### src/rtl/midi_parser.sv
`default_nettype none
// ============================================================================
// Module   : midi_parser
// Brief    : MIDI byte-stream decoder. Turns channel-voice messages into
//            note/CC/pitch-bend events. Handles running status, filters
//            real-time and SysEx bytes, applies an optional channel filter,
//            and holds one event behind a valid/ready handshake.
// Revision : 1.0 - initial release
// ============================================================================
module midi_parser #(
  parameter bit         OMNI    = 1'b1,
  parameter logic [3:0] CHANNEL = 4'd0
) (
  input  logic       clk,
  input  logic       rst,
  input  logic [7:0] rx_data,
  input  logic       new_rx_data,
  output logic       ev_valid,
  input  logic       ev_ready,
  output logic [1:0] ev_kind,
  output logic [3:0] ev_channel,
  output logic [6:0] ev_data1,
  output logic [6:0] ev_data2,
  output logic       overflow
);

  localparam logic [1:0] C_IDLE    = 2'd0;
  localparam logic [1:0] C_WAIT_D1 = 2'd1;
  localparam logic [1:0] C_WAIT_D2 = 2'd2;
  localparam logic [1:0] C_SYSEX   = 2'd3;

  logic [1:0] state_q, state_d;
  logic [7:0] status_q, status_d;
  logic [6:0] d1_q, d1_d;

  // Message-complete strobe and the data bytes of the completed message
  logic       w_done;
  logic [6:0] w_msg_d1;
  logic [6:0] w_msg_d2;

  // Decoded event for the output buffer
  logic       w_emit;
  logic [1:0] w_kind;

  logic       ev_valid_q, ev_valid_d;
  logic [1:0] kind_q, kind_d;
  logic [3:0] chan_q, chan_d;
  logic [6:0] evd1_q, evd1_d;
  logic [6:0] evd2_q, evd2_d;
  logic       ovf_q, ovf_d;

  // Parser state register: state, running status and first data byte
  always_ff @(posedge clk) begin
    if (rst) begin
      state_q  <= C_IDLE;
      status_q <= 8'h00;
      d1_q     <= 7'h00;
    end else begin
      state_q  <= state_d;
      status_q <= status_d;
      d1_q     <= d1_d;
    end
  end

  // Next-state logic: classify the incoming byte and advance the parser
  always_comb begin
    state_d  = state_q;
    status_d = status_q;
    d1_d     = d1_q;
    w_done   = 1'b0;
    w_msg_d1 = d1_q;
    w_msg_d2 = 7'h00;
    if (new_rx_data) begin
      if (rx_data >= 8'hF8) begin
        // Real-time: leave everything untouched
      end else if (rx_data[7] && (rx_data < 8'hF0)) begin
        status_d = rx_data;
        state_d  = C_WAIT_D1;
      end else if (rx_data == 8'hF0) begin
        status_d = 8'h00;
        state_d  = C_SYSEX;
      end else if (rx_data[7]) begin
        // 0xF1-0xF7: system common, also terminates SysEx
        status_d = 8'h00;
        state_d  = C_IDLE;
      end else begin
        case (state_q)
          C_WAIT_D1: begin
            d1_d = rx_data[6:0];
            if ((status_q[7:4] == 4'hC) || (status_q[7:4] == 4'hD)) begin
              w_done   = 1'b1;
              w_msg_d1 = rx_data[6:0];
            end else begin
              state_d = C_WAIT_D2;
            end
          end
          C_WAIT_D2: begin
            w_done   = 1'b1;
            w_msg_d1 = d1_q;
            w_msg_d2 = rx_data[6:0];
            state_d  = C_WAIT_D1;
          end
          default: begin
            // IDLE / SYSEX: stray data bytes are dropped
          end
        endcase
      end
    end
  end

  // Output decode: decide whether the completed message becomes an event
  always_comb begin
    w_emit = 1'b0;
    w_kind = 2'd0;
    case (status_q[7:4])
      4'h8: begin w_emit = 1'b1; w_kind = 2'd0; end
      4'h9: begin w_emit = 1'b1; w_kind = (w_msg_d2 == 7'h00) ? 2'd0 : 2'd1; end
      4'hB: begin w_emit = 1'b1; w_kind = 2'd2; end
      4'hE: begin w_emit = 1'b1; w_kind = 2'd3; end
      default: begin w_emit = 1'b0; w_kind = 2'd0; end
    endcase
    w_emit = w_emit && w_done && (OMNI || (status_q[3:0] == CHANNEL));
  end

  // Output buffer next value: load when empty or draining, else drop and flag
  always_comb begin
    ev_valid_d = ev_valid_q;
    kind_d     = kind_q;
    chan_d     = chan_q;
    evd1_d     = evd1_q;
    evd2_d     = evd2_q;
    ovf_d      = 1'b0;
    if (w_emit && (!ev_valid_q || ev_ready)) begin
      ev_valid_d = 1'b1;
      kind_d     = w_kind;
      chan_d     = status_q[3:0];
      evd1_d     = w_msg_d1;
      evd2_d     = w_msg_d2;
    end else if (w_emit) begin
      ovf_d = 1'b1;
    end else if (ev_valid_q && ev_ready) begin
      ev_valid_d = 1'b0;
    end
  end

  // Output buffer register
  always_ff @(posedge clk) begin
    if (rst) begin
      ev_valid_q <= 1'b0;
      kind_q     <= 2'd0;
      chan_q     <= 4'd0;
      evd1_q     <= 7'h00;
      evd2_q     <= 7'h00;
      ovf_q      <= 1'b0;
    end else begin
      ev_valid_q <= ev_valid_d;
      kind_q     <= kind_d;
      chan_q     <= chan_d;
      evd1_q     <= evd1_d;
      evd2_q     <= evd2_d;
      ovf_q      <= ovf_d;
    end
  end

  assign ev_valid   = ev_valid_q;
  assign ev_kind    = kind_q;
  assign ev_channel = chan_q;
  assign ev_data1   = evd1_q;
  assign ev_data2   = evd2_q;
  assign overflow   = ovf_q;

endmodule
`default_nettype wire

### config.mk
export PLATFORM = sky130hd
export DESIGN_NAME = midi_parser
export DESIGN_NICKNAME = d
export VERILOG_FILES = /design/src/rtl/midi_parser.sv
export SDC_FILE = /design/constraint.sdc
export NUM_CORES = 1
export LEC_CHECK = 0
export BUFFER_PORTS_ARGS = -buffer_cell sky130_fd_sc_hd__buf_4
export CORE_MARGIN = 2
export CORE_UTILIZATION = 55
export CTS_CLUSTER_SIZE = 12
export DETAILED_ROUTE_END_ITERATION = 16
export GPL_TIMING_DRIVEN = 0
export HOLD_SLACK_MARGIN = 0.15
export PLACE_DENSITY = 0.82
export SLEW_MARGIN = 20
export SYNTH_ARGS = -nofsm -noshare
export SYNTH_HDL_FRONTEND = slang
export SYNTH_SLANG_ARGS = --single-unit
### constraint.sdc
create_clock -name clk -period 3.9 [get_ports clk]
set_input_delay 0.585 -clock clk [delete_from_list [all_inputs] [get_ports clk]]
set_output_delay 0.585 -clock clk [all_outputs]
set_load 0.005 [all_outputs]
==> flow_metrics.env <==
export IMPL_status="finished, final reports clean"
export IMPL_drive_gt1_share_pct=21.7
export IMPL_crit_type="flip-flop to flip-flop"
export IMPL_die_x_um=59.1
export IMPL_synth_seq_cells=39
export IMPL_place_gp_congestion=0.863
export IMPL_worst_pin_slew_ns=0.690
export IMPL_min_path_type="flip-flop to flip-flop"
export IMPL_synth_top_cell_area_share_pct=46.8
export IMPL_r2r_cells=7
export IMPL_grt_pass1_vias=1551
export IMPL_synth_edff_count=0
export IMPL_crit_path_cell_trace="inv_1 > ha_1 > nor2b_1 > nand3_1 > clkbuf_1 > nor4_1 > nor3_1"
export IMPL_clk_pin_slew_worst_paths_ns=0.13
export IMPL_worstPathArrival_ns=2.07
export IMPL_p_leak_nw=0.808
export IMPL_synth_top_family_by_area="simple AND/OR/NAND/NOR gates"
export IMPL_cts_tree="done"
export IMPL_synth_avg_cell_area_um2=8.83
export IMPL_required_ns=4.13
export IMPL_grt_setup_unrepaired="no"
export IMPL_placementRows=19
export IMPL_nNetsFinal=243
export IMPL_insertion_delay_ns=0.36
export IMPL_synth_nets=203
export IMPL_wl_per_cell_um=16.0
export IMPL_power_density_nw_per_um2=347
export IMPL_slowest_delay_ns=0.36
export IMPL_min_period_ns=1.84
export IMPL_r2r_slack_ns=2.06
export IMPL_ctsResizeCount=0
export IMPL_core_um2=2830
export IMPL_max_freq_mhz=543
export IMPL_synth_top_cell_by_area="dfxtp_1"
export IMPL_async_flop_share_pct=0
export IMPL_endpoint="ev_data1[6]"
export IMPL_yosys_warnings=0
export IMPL_cts_buffers=5
export IMPL_r2r_start="state_q[0]"
export IMPL_synth_simple_area_share_pct=21.9
export IMPL_track_usage_pct=25.7
export IMPL_dp_hpwl_um=3030
export IMPL_peakVddDrop_v=0.000289
export IMPL_net_switching_power_uw=195
export IMPL_grt_max_degree=15
export IMPL_drt_pass1_iter_count=4
export IMPL_grt_pass1_wl_um=6710
export IMPL_period_share_pct=47.2
export IMPL_diodes=0
export IMPL_rr_endpoint="ev_data1[6]"
export IMPL_muxShareOfSynthArea_pct=3.60
export IMPL_synth_cell_area_um2=1670
export IMPL_cts_sinks=39
export IMPL_portBuffers=33
export IMPL_areaGrowthSynthToFinish_pct=20.8
export IMPL_p_sw_share_pct=27.8
export IMPL_io_pins=34
export IMPL_synth_compound_area_share_pct=18.4
export IMPL_drc=0
export IMPL_power_frac_seq_pct=58.7
export IMPL_die_area_um2=3490
export IMPL_overflow=0
export IMPL_fin_skew_ns=0.00872
export IMPL_end_kind="flip-flop"
export IMPL_postRouteAntennaNets=0
export IMPL_fin_hold_ws_ns=0.480
export IMPL_cp_max_fo=10
export IMPL_antenna_found_initial=0
export IMPL_yosysSeqAreaShare_pct=46.8
export IMPL_slowest_stage="dfxtp_1"
export IMPL_cts_setup_buffers=0
export IMPL_cts_root_buffer="clkbuf_4"
export IMPL_h_tree_depth=2
export IMPL_vias=1578
export IMPL_drv_cap=0
export IMPL_startpoint="state_q[0]"
export IMPL_p_comb_share_pct=10.2
export IMPL_clk_path_buf_depth=2
export IMPL_setup_viol=0
export IMPL_fin_setup_tns_ns=0
export IMPL_drt_initial_drc_count=80
export IMPL_netlist_instances=189
export IMPL_synth_xor_area_share_pct=1.05
export IMPL_initial_core_util_pct=59.0
export IMPL_cts_hold_buf=0
export IMPL_clock_power_share_pct=31.1
export IMPL_wl_um=4190
export IMPL_slew_viol_final=0
export IMPL_internal_power_uw=505
export IMPL_ys_types=39
export IMPL_yosys_most_used_dff="dfxtp_1"
export IMPL_startpoint_type="flip-flop"
export IMPL_hold_viol_final=0
export IMPL_slew_headroom_pct=53.8
export IMPL_synthTopCellsByArea="dfxtp_1 47%, a21oi_1 7.8%, nor2_1 4.5%"
export IMPL_vias_per_cell=6.05
export IMPL_synth_fa_ha_area_share_pct=1.50
export IMPL_fp_dieH_um=59.1
Yosys cell counts, types with 2 or more instances:
library cell,n
a211oi_1,3
a21oi_1,26
a22oi_1,8
and3_1,2
buf_2,3
clkbuf_1,6
clkbuf_8,2
dfxtp_1,39
ha_1,2
inv_1,5
mux2i_1,6
nand2_1,2
nand3_1,8
nand3b_1,2
nand4_1,8
nor2_1,20
nor3_1,8
nor4_1,7
o21ai_0,12
cells in the final DEF (no fill, tap or decap), types with 6 or more instances in the layout:
| master | n |
|---|---|
| dfxtp_1 | 39 |
| buf_4 | 33 |
| a21oi_1 | 26 |
| nor2_1 | 20 |
| o21ai_0 | 12 |
| nand3_1 | 8 |
| nand4_1 | 8 |
| a22oi_1 | 8 |
| nor3_1 | 8 |
| nor4_1 | 7 |
| clkbuf_1 | 6 |
| mux2i_1 | 6 |
layout make-up:
| type | count | area, um2 |
|---|---|---|
| flip-flops and latches | 39 | 781 |
| clock inverters | 3 | 23.8 |
| clock buffers | 5 | 37.5 |
| well taps | 31 | 38.8 |
| repair buffers | 33 | 248 |
| plain buffers | 15 | 95.1 |
| inverters | 5 | 18.8 |
| fillers | 221 | 812 |
| multi-input cells | 130 | 774 |
worst max-delay path, delay by kind of cell, from the launching register on:
family | cells | cell delay (ns)
fa+ha+maj | 1 | 0.30
simple gates | 4 | 0.75
flops | 1 | 0.36
buf+inv | 2 | 0.31
how the worst min path moves through the flow:
| stage | start | cells past startpoint | to |
|---|---|---|---|
| after global placement | status_q[3] | 2 | ev_channel[3] |
| after detailed placement | status_q[1] | 2 | ev_channel[1] |
| after CTS | status_q[1] | 2 | ev_channel[1] |
| after floorplan | status_q[0] | 2 | ev_channel[0] |
| after global routing | status_q[3] | 2 | ev_channel[3] |
| final | status_q[1] | 2 | ev_channel[1] |
state kept, by name, indices dropped and copies added (netlist names):
register / cells
overflow: 1
ev_data1: 7
status_q: 8
d1_q: 7
ev_channel: 4
ev_valid: 1
state_q: 2
ev_data2: 7
ev_kind: 2
layer usage:
metal	vias to the layer above	routed length (um)	GRT usage, %
met5	-	0	0
met4	0	84	11.0
met3	9	222	5.68
met2	59	2170	46.0
met1	744	1710	29.1
li1	766	-	-
power groups by stage:
| stage | logic, mW | registers [mW] | clock network (mW) |
|---|---|---|---|
| 4_1_cts | 0.0707 | 0.411 | 0.223 |
| 3_3_place_gp | 0.0679 | 0.419 | 0 |
| 5_1_grt | 0.0787 | 0.412 | 0.235 |
| 6_report | 0.0717 | 0.411 | 0.217 |
| 2_1_floorplan | 0.0433 | 0.418 | 0 |
| 3_5_place_dp | 0.0702 | 0.420 | 0 |
cell families (layout without fill, tap and decap cells):
group	Yosys count	after routing
buffers and inverters	20	61
adder cells (fa/ha/maj)	2	2
AND/OR/NAND/NOR	67	67
flip-flops	39	39
XOR/XNOR	2	2
multiplexers	6	6
AO/OA/AOI/OAI	53	53
per-stage QoR:
stage | setup WS, ns | power, mW | cell area, um2 | cells | utilization [%]
floorplan | 2.07 | 0.461 | 1670 | 189 | -
global placement | 1.87 | 0.487 | 1960 | 253 | 69.1
global route | 1.86 | 0.726 | 2020 | 261 | 71.3
CTS | 2.05 | 0.705 | 2020 | 261 | 71.3
detailed placement | 1.88 | 0.490 | 1960 | 253 | 69.1
finish | 2.06 | 0.700 | 2020 | 261 | 71.3
(Power assumes the default switching activity.)
